--- src/rtl/twos_comp_pkg.sv ---
// Shared constants and word types for the two's-complement to sign-magnitude converter.
package twos_comp_pkg;

  // Default operand / magnitude width.
  localparam int DEFAULT_WIDTH = 13;

  // Most-negative operand at the default width: only the MSB set.
  localparam logic [DEFAULT_WIDTH-1:0] MOST_NEG = {1'b1, {(DEFAULT_WIDTH-1){1'b0}}};

  // Operand word (two's complement) and magnitude word (unsigned).
  typedef logic [DEFAULT_WIDTH-1:0] operand_t;
  typedef logic [DEFAULT_WIDTH-1:0] mag_t;

endpackage : twos_comp_pkg

--- src/rtl/abs_value.sv ---
// Combinational absolute value: splits a two's-complement word into sign and
// unsigned magnitude, and flags the most-negative pattern. The most-negative
// input has no positive counterpart in signed form, but its magnitude
// (2^(WIDTH-1)) fits exactly in WIDTH unsigned bits, so no saturation is needed.
module abs_value
  import twos_comp_pkg::*;
#(
  parameter int WIDTH = DEFAULT_WIDTH
) (
  input  logic [WIDTH-1:0] d,
  output logic             sign,
  output logic [WIDTH-1:0] mag,
  output logic             max_neg,
  output logic             zero
);

  localparam logic [WIDTH-1:0] NEG_LIMIT = {1'b1, {(WIDTH-1){1'b0}}};

  // Negate only when the sign bit is set; zero therefore never gets a sign.
  always_comb begin
    sign    = d[WIDTH-1];
    mag     = sign ? (~d + WIDTH'(1)) : d;
    max_neg = (d == NEG_LIMIT);
    zero    = (d == '0);
  end

endmodule : abs_value

--- src/rtl/twos_comp_to_sm.sv ---
// Registered two's-complement to sign-magnitude converter, one result per cycle,
// latency one cycle. Output registers hold their value while in_valid is low;
// only out_valid drops.
// Optional feature: define TWOS_COMP_TO_SM_ZERO_FLAG_EN to add the registered
// is_zero output.
module twos_comp_to_sm
  import twos_comp_pkg::*;
#(
  parameter int WIDTH = DEFAULT_WIDTH
) (
  input  logic             clk,
  input  logic             reset,
  input  logic [WIDTH-1:0] D,
  input  logic             in_valid,
  output logic             S,
  output logic [WIDTH-1:0] Mag,
  output logic             out_valid,
  output logic             max_neg
`ifdef TWOS_COMP_TO_SM_ZERO_FLAG_EN
  ,
  output logic             is_zero
`endif
);

  logic             abs_sign;
  logic [WIDTH-1:0] abs_mag;
  logic             abs_max_neg;
  logic             abs_zero;

  logic             s_q, s_d;
  logic [WIDTH-1:0] mag_q, mag_d;
  logic             vld_q, vld_d;
  logic             mn_q, mn_d;

  abs_value #(.WIDTH(WIDTH)) u_abs (
    .d       (D),
    .sign    (abs_sign),
    .mag     (abs_mag),
    .max_neg (abs_max_neg),
    .zero    (abs_zero)
  );

  // Load a fresh result on a valid beat; otherwise hold data and drop valid.
  always_comb begin
    s_d   = s_q;
    mag_d = mag_q;
    mn_d  = mn_q;
    vld_d = 1'b0;
    if (in_valid) begin
      s_d   = abs_sign;
      mag_d = abs_mag;
      mn_d  = abs_max_neg;
      vld_d = 1'b1;
    end
  end

  // Output registers; reset clears everything immediately.
  always_ff @(posedge clk or posedge reset) begin
    if (reset) begin
      s_q   <= 1'b0;
      mag_q <= '0;
      vld_q <= 1'b0;
      mn_q  <= 1'b0;
    end else begin
      s_q   <= s_d;
      mag_q <= mag_d;
      vld_q <= vld_d;
      mn_q  <= mn_d;
    end
  end

  assign S         = s_q;
  assign Mag       = mag_q;
  assign out_valid = vld_q;
  assign max_neg   = mn_q;

`ifdef TWOS_COMP_TO_SM_ZERO_FLAG_EN
  logic zero_q, zero_d;

  // Zero flag follows the same load/hold rule as the other result fields.
  always_comb begin
    zero_d = zero_q;
    if (in_valid) zero_d = abs_zero;
  end

  // Zero flag register.
  always_ff @(posedge clk or posedge reset) begin
    if (reset) zero_q <= 1'b0;
    else       zero_q <= zero_d;
  end

  assign is_zero = zero_q;
`else
  // Zero detection is only consumed when the flag is built in.
  logic unused_zero;
  assign unused_zero = abs_zero;
`endif

endmodule : twos_comp_to_sm

--- config.mk ---
export PLATFORM = sky130hd
export DESIGN_NAME = twos_comp_to_sm
export DESIGN_NICKNAME = d
export VERILOG_FILES = /design/src/rtl/twos_comp_pkg.sv /design/src/rtl/abs_value.sv /design/src/rtl/twos_comp_to_sm.sv
export SDC_FILE = /design/constraint.sdc
export NUM_CORES = 1
export LEC_CHECK = 0
export ABC_AREA = 1
export ABC_CLOCK_PERIOD_IN_PS = 800
export CAP_MARGIN = 30
export CORE_AREA = 3 3 48 61
export DETAILED_ROUTE_END_ITERATION = 12
export DIE_AREA = 0 0 51 64
export GPL_ROUTABILITY_DRIVEN = 0
export PLACE_DENSITY_LB_ADDON = 0.08
export SETUP_SLACK_MARGIN = 0.5
export SLEW_MARGIN = 20
export SYNTH_ARGS = -nofsm -noshare
export SYNTH_HDL_FRONTEND = slang
export SYNTH_SLANG_ARGS = --single-unit
--- constraint.sdc ---
create_clock -name clk -period 0.8 [get_ports clk]
set_input_delay 0.08 -clock clk [delete_from_list [all_inputs] [get_ports clk]]
set_output_delay 0.08 -clock clk [all_outputs]
set_load 0.02 [all_outputs]
Word-level counts from Yosys, hierarchy flattened

Index checks and enable logic that the tools add are counted.
W data, S select, Z words.

Register bits after elaboration: 16
Input bits: 16
Output and inout port bits: 16

Add/sub/neg operators: 1
Eq/ne operators: 1
Mux-type cells: 2
Bitwise logic cells: 1

Operator list:

| operator                | number |
|---|---|
| $add A13 B1 Y13 const B | 1 |
| $eq A13 B13 Y1 const B  | 1 |
| $mux W13                | 1 |
| $not A13 Y13            | 1 |
| $mux W1                 | 1 |

Depth between registers and ports, before layout

Gate-level depths: netlist of run 1.

Depth in word-level cells: 3
Mapped depth: 10

Cells and area by module

A second synthesis of run 1 with hierarchy kept.

Cell total of the unflattened synthesis: 134
Area, all modules: 972.2 µm²

By module, submodules not included:

| module          | instances | cells each | area an instance (µm²) |
|---|---|---|---|
| twos_comp_to_sm | 1         | 66         | 636.9 |
| abs_value       | 1         | 68         | 335.3 |

Worst setup path after synthesis of run 1

OpenSTA, ideal clock, no wires.

Kind: input -> register
From: input port D[0]
To: register mag_q[10] (netlist: Mag[10])
Data arrival time: 0.765 ns
Data required time: 0.683 ns
Slack: -0.082 ns
Stages: 9
Cells stage by stage: inv_1 -> ha_1 -> inv_1 -> nor2_1 -> nand3_1 -> nand2_1 -> nand3_1 -> nand3_1 -> nand2_1

Cells in the longest elaborated chain, start to end: 3

RTL lines:

| what                 | line                  | RTL |
|---|---|---|
| start, declared      | twos_comp_to_sm.sv:13 | `input logic [WIDTH-1:0] D,` |
| $not A13 Y13         | abs_value.sv:22       | `mag = sign ? (~d + WIDTH'(1)) : d;` |
| $add A13 B1 Y13      | abs_value.sv:22       |  |
| $mux W13             | abs_value.sv:22       |  |
| end signal, assigned | twos_comp_to_sm.sv:66 | `mag_q <= mag_d;` |
| end, declared        | twos_comp_to_sm.sv:31 | `logic [WIDTH-1:0] mag_q, mag_d;` |

Every way passes these cells.
A chain may end at the register's enable or synchronous reset.

Worst setup path in the final report of run 1

From: register mag_q[9] (netlist: Mag[9])
To: output port Mag[9]

RTL lines:

| what          | line                  | RTL |
|---|---|---|
| end, declared | twos_comp_to_sm.sv:16 | `output logic [WIDTH-1:0] Mag,` |

No word-level cell between the ends.

==> results of run 1 <==
registers in the layout (all words and copies together), names as in the netlist:
register   cells
S              1
out_valid      1
max_neg        1
Mag           13
how the worst max path moves through the flow:
stage | startpoint | end | slack [ns] | depth (start not counted)
global placement | D[1] | Mag[10] | -0.68 | 12
global route | Mag[11] | Mag[11] | -0.15 | 1
detailed placement | D[1] | Mag[10] | -0.73 | 11
finish | Mag[9] | Mag[9] | -0.13 | 1
CTS | Mag[11] | Mag[11] | -0.13 | 1
floorplan | D[1] | Mag[10] | -0.01 | 9
synth_stat cells, types with 3 or more instances:
cell type / number / share of area (%)
dfrtp_1: 16 / 44
inv_1: 14 / 5.8
nand2_1: 44 / 18
o21ai_0: 8 / 4.4
nand3_1: 16 / 8.8
nor2_1: 10 / 4.1
xor2_1: 3 / 2.9
cell type report:
cell class | count | area [sq um]
tap | 33 | 41.29
inverter | 15 | 85.08
fill | 198 | 683.2
sequential | 16 | 417.9
multi-input combinational | 91 | 583.1
timing repair buffer | 61 | 594.3
clock buffer | 3 | 22.52
stage by stage:
stage	area (sq um)	setup TNS, ns
2_1_floorplan	969.7	-0.009864
3_3_place_gp	1441	-11.32
3_5_place_dp	1441	-11.81
4_1_cts	1627	-1.850
5_1_grt	1744	-2.476
6_report	1744	-1.880
cells by family after synthesis:
family | after synthesis | share of synthesized area, %
AO/OA/AOI/OAI | 12 | 7.418
flip-flops | 16 | 43.96
buffers and inverters | 18 | 9.477
AND/OR/NAND/NOR | 75 | 34.89
XOR/XNOR | 3 | 2.885
adder cells (fa/ha/maj) | 1 | 1.373
layer usage:
layer | vias to the layer above | global-route usage, %
met5 | - | 0
met4 | 0 | 8.754
met3 | 9 | 2.098
met2 | 29 | 34.35
met1 | 502 | 22.22
li1 | 520 | -
power by group:
group | internal (mW) | switching (mW)
combinational | 0.435 | 0.415
sequential | 0.896 | 0.0567
clock | 0.175 | 0.255
repair_timing:
action	4_1_cts	5_1_grt
setup buffers	6	2
pin swaps	24	13
hold endpoints to repair	0	16
gates cloned	1	1
gates resized for setup	173	22
setup endpoints to repair	48	45
==> flow_metrics.tcl, run 1 <==
set metrics [dict create \
    die-area_sq_um 3264 \
    route.vias.total 1060 \
    die_w_um 51 \
    violations "hold timing, setup timing" \
    nets 205 \
    n_antenna_cell 0 \
    cp_slowest_cell "dfrtp_2" \
    synthesis.instances 125 \
    drc 0 \
    clock_path_buffers 2 \
    antenna_found_initial 0 \
    first_iter_violations 23 \
    area_growth_pct 91.48 \
    cp.required_ns 0.72 \
    final_cell_mix "30 x nand2_1, 26 x buf_6, 18 x buf_4" \
    finalCritPeriodShare_pct 115.7 \
    fmax_ghz 1.080 \
    crit_path_end_kind "output pin" \
    root_buffer "clkbuf_4" \
    critPathTopFamily "flip-flops" \
    synth-async-reset-ratio_pct 100.0 \
    syn_area_sq_um 910.9 \
    wirelength_met1_um 1090 \
    setup_viol 18 \
    p_leak_nw 0.8629 \
    synth_seq_cells 16 \
    start_kind "flip-flop" \
    ir_drop_mv 0.7998 \
    worst-slew-pin-transition_ns 0.1975 \
    cp_max_fo 2 \
    avgRoutedWirePerCell_um 12.85 \
    crit_path_max_incr_delay_ns 0.43 \
    cts_tree "done" \
    dp_slack_ns -0.7253 \
    synth_edf_count 0 \
    drt_wl_total_um 2814 \
    relSlewSlack_pct 86.79 \
    routed-wl-met2_um 1552 \
    hold_violations 16 \
    final_antenna_net_count 0 \
    ys_seq_area_share_pct 43.96 \
    clkLatencyLatePin_ns 0.28 \
    synthDistinctLibCells 21 \
    grt_pass1_vias 1099 \
    synth_nets 142 \
    core-area_sq_um 2427 \
    grt_util_all_layers_pct 19.18 \
    hpwlAfterDp_um 1896 \
    holdCritPathClass "in2async" \
    final_core_util_pct 71.86 \
    drv_slew 0 \
    cp_cell_sequence "buf_6" \
    place_inst 206 \
    skew_ns 0 \
    total_power_mw 2.233 \
    avgSynthCellArea_sq_um 7.287 \
    period_needed_ns 0.9258 \
    final_common_cell "nand2_1" \
    r2r_cells 4 \
    rrSetupSlack_ns -0.04 \
    cts_buffers 3 \
    highest_layer "met4" \
    grt_pass1_wl_um 4816 \
    cts_hold_buffers 0 \
    fp-row-count 20 \
    portBuffers 31 \
    status "finished with violations" \
    h-tree-depth 1 \
    drtPass1Iterations 4 \
    clk_pin_slew_ns 0.09 \
    whs_ns -0.1490 \
    vias_per_cell 4.840 \
    ys.flop_type "dfrtp_1" \
    rr_startpoint "Mag[4]" \
    drive_above_1_share_pct 60.22 \
    grt_max_degree 17 \
    initial_core_util_pct 37.53 \
    worstReg2RegEnd "Mag[4]" \
    cts.sinks 16 \
    fin_cells 219 \
    wl_met3_um 109 \
    power.density_nw_per_um2 1280 \
    maxCapViolations 0 \
    cp.arrival_ns 0.85 \
    rsz0062_at_grt "yes" \
    ys_warn_count 0 \
    io_pins 32 \
    dieHeight_um 64 \
    critPathBufInv 1 \
    fin_ws_ns -0.1258 \
    grt_overflow_total 0 \
    critical_path_class "reg2out" \
]
Note: power is estimated with default switching activity, not from simulation.
==> inputs of run 2 (changes only) <==
--- a/config.mk
+++ b/config.mk
@@ -11,7 +11,7 @@
 export CORE_AREA = 3 3 48 61
 export DETAILED_ROUTE_END_ITERATION = 12
 export DIE_AREA = 0 0 51 64
-export GPL_ROUTABILITY_DRIVEN = 0
+export GPL_ROUTABILITY_DRIVEN = 1
 export PLACE_DENSITY_LB_ADDON = 0.08
 export SETUP_SLACK_MARGIN = 0.5
 export SLEW_MARGIN = 20
==> results of run 2 <==
Same layout as run 1: the final DEF is identical, and so are final timing and power.
==> inputs of run 3 (changes only) <==
--- a/config.mk
+++ b/config.mk
@@ -8,9 +8,9 @@
 export ABC_AREA = 1
 export ABC_CLOCK_PERIOD_IN_PS = 800
 export CAP_MARGIN = 30
-export CORE_AREA = 3 3 48 61
+export CORE_AREA = 2 2 47 60
 export DETAILED_ROUTE_END_ITERATION = 12
-export DIE_AREA = 0 0 51 64
+export DIE_AREA = 0 0 49 62
 export GPL_ROUTABILITY_DRIVEN = 1
 export PLACE_DENSITY_LB_ADDON = 0.08
 export SETUP_SLACK_MARGIN = 0.5
==> run 3 against run 2 <==
  * The run ends with setup timing left
  * Sequential cell count stayed put
  * Setup slack better by 0.0054 ns
  * Total power is 4.4% higher
  * Combinational power is 1% higher
  * Cell area is 0.14% lower
  * Largest cell class unchanged
  * Largest power group unchanged
  * Count of clock-buffer cells in the layout is 1 higher
  * Hold slack better by 0.23 ns
  * Routed wire length is 10% lower
==> flow_metrics.tcl, run 3 (synthesis results as in run 1) <==
set metrics [dict create \
    status "finished with violations" \
    violations "setup timing" \
    total_power_mw 2.331 \
    fmax_ghz 1.087 \
    holdCritPathClass "in2reg" \
    critPathTopFamily "flip-flops" \
    die-area_sq_um 3038 \
    grt_overflow_total 0 \
    cts_buffers 3 \
    fp-row-count 21 \
    clk_pin_slew_ns 0.09 \
    final_common_cell "nand2_1" \
    final_cell_mix "30 x nand2_1, 25 x buf_6, 23 x buf_4" \
    critical_path_class "reg2out" \
    dieHeight_um 62 \
    clkPwrFrac_pct 22.0 \
    drive_above_1_share_pct 61.05 \
    crit_path_max_incr_delay_ns 0.43 \
    pwr-share-comb_pct 37.0 \
    largest_reg_flops 13 \
    cp.required_ns 0.72 \
    place_inst 209 \
    ir_drop_mv 0.7139 \
    final_antenna_net_count 0 \
    final_area_sq_um 1742 \
    cp_cell_sequence "buf_6" \
    skew_ns 0 \
    worst-slew-pin-transition_ns 0.1969 \
    clkLatencyLatePin_ns 0.28 \
    highest_layer "met3" \
    place_area_sq_um 1458 \
    startpoint "Mag[0]" \
    hold_violations 0 \
    avgRoutedWirePerCell_um 11.30 \
    drc 0 \
    multiInputGateArea_sq_um 569.3 \
    drtPass1Iterations 4 \
    vias_per_cell 4.460 \
    seq_area_sq_um 417.9 \
    rsz0062_at_grt "yes" \
    pwr-share-seq_pct 41.0 \
    holdPathStages 3 \
    final_core_util_pct 68.34 \
    setup_viol 17 \
    core-area_sq_um 2549 \
    cellInternalPower_mw 1.619 \
    drv_slew 0 \
    route.vias.total 999 \
    worstReg2RegEnd "Mag[4]" \
    critPathBufInv 1 \
    fin_ws_ns -0.1204 \
    p_sw_share_pct 30.55 \
    gp_congestion 0.7909 \
    hold_end "Mag[6]" \
    period_needed_ns 0.9204 \
    cts.sinks 16 \
    root_buffer "clkbuf_4" \
    relSlewSlack_pct 86.87 \
    cp_slowest_cell "dfrtp_2" \
    start_kind "flip-flop" \
    first_iter_violations 28 \
    finalCritPeriodShare_pct 115.0 \
    num-fill-cells 219 \
    wl_met3_um 103 \
    setup_tns_ns -1.705 \
    cts_hold_buffers 0 \
    grt_max_degree 13 \
    r2r_cells 3 \
    cp.arrival_ns 0.84 \
    cts_tree "done" \
    grt_util_all_layers_pct 17.55 \
    wirelength_met1_um 1084 \
    grt_pass1_vias 911 \
    grt_pass1_wl_um 3967 \
    nets 208 \
    fin_cells 224 \
    drt_wl_total_um 2531 \
    rrSetupSlack_ns 0.06 \
    dp_slack_ns -0.6754 \
    hp-start "D[6]" \
    area_growth_pct 91.21 \
    hpwlAfterDp_um 1796 \
    switching_power_mw 0.7121 \
    h-tree-depth 1 \
    clock_path_buffers 2 \
    rr_startpoint "Mag[4]" \
    io_pins 32 \
    die_w_um 49 \
    initial_core_util_pct 35.74 \
    crit_path_end_kind "output pin" \
    cp_max_fo 2 \
    power.density_nw_per_um2 1338 \
    routed-wl-met2_um 1343 \
    p_leak_nw 0.8728 \
    portBuffers 31 \
    n_antenna_cell 0 \
    whs_ns 0.07732 \
    maxCapViolations 0 \
    antenna_found_initial 0 \
]
[run 3: cell count changes in the layout (fill, tap and decap cells not counted), sizes merged]
cell           before  now
clkdlybuf4s15       3    2
buf                53   58
dlymetal6s2s        1    0
clkbuf              4    5
[run 3: cell type report]
class                   instances  share of cell area, %
clock buffers                   4                  2.083
repair buffers                 64                  34.05
inverters                      15                  4.741
flip-flops and latches         16                  23.99
multi-input cells              91                  32.69
well taps                      34                  2.443
[run 3: how the worst max path moves through the flow]
| stage | endpoint | cells past startpoint |
|---|---|---|
| 5_1_grt | Mag[4] | 1 |
| 3_3_place_gp | Mag[10] | 12 |
| 3_5_place_dp | Mag[10] | 11 |
| 2_1_floorplan | Mag[10] | 9 |
| 6_report | Mag[0] | 1 |
| 4_1_cts | Mag[6] | 1 |
[run 3: power groups by stage]
stage | logic, mW | clock network, mW | registers (mW)
floorplan | 0.213 | 0 | 1.05
detailed placement | 0.685 | 0 | 0.953
CTS | 0.773 | 0.536 | 0.953
global route | 0.932 | 0.592 | 0.969
global placement | 0.674 | 0 | 0.948
finish | 0.862 | 0.513 | 0.956
[run 3: layer usage]
metal	global-route usage, %	vias up
met2	31.70	31
li1	-	524
met5	0	-
met3	2.632	0
met1	20.51	444
met4	9.796	0
[run 3: worst reg2reg max path, cell delays in order, from the launching register on]
cell	delay, ns
dfrtp_2	0.43
buf_6	0.12
nand2_2	0.04
o21ai_1	0.05
[run 3: repair_timing]
item	4_1_cts	5_1_grt
cloned	1	0
pin swaps	29	11
setup endpoints to repair	48	31
buffers inserted	6	4
hold endpoints to repair	0	0
gates resized for setup	171	28
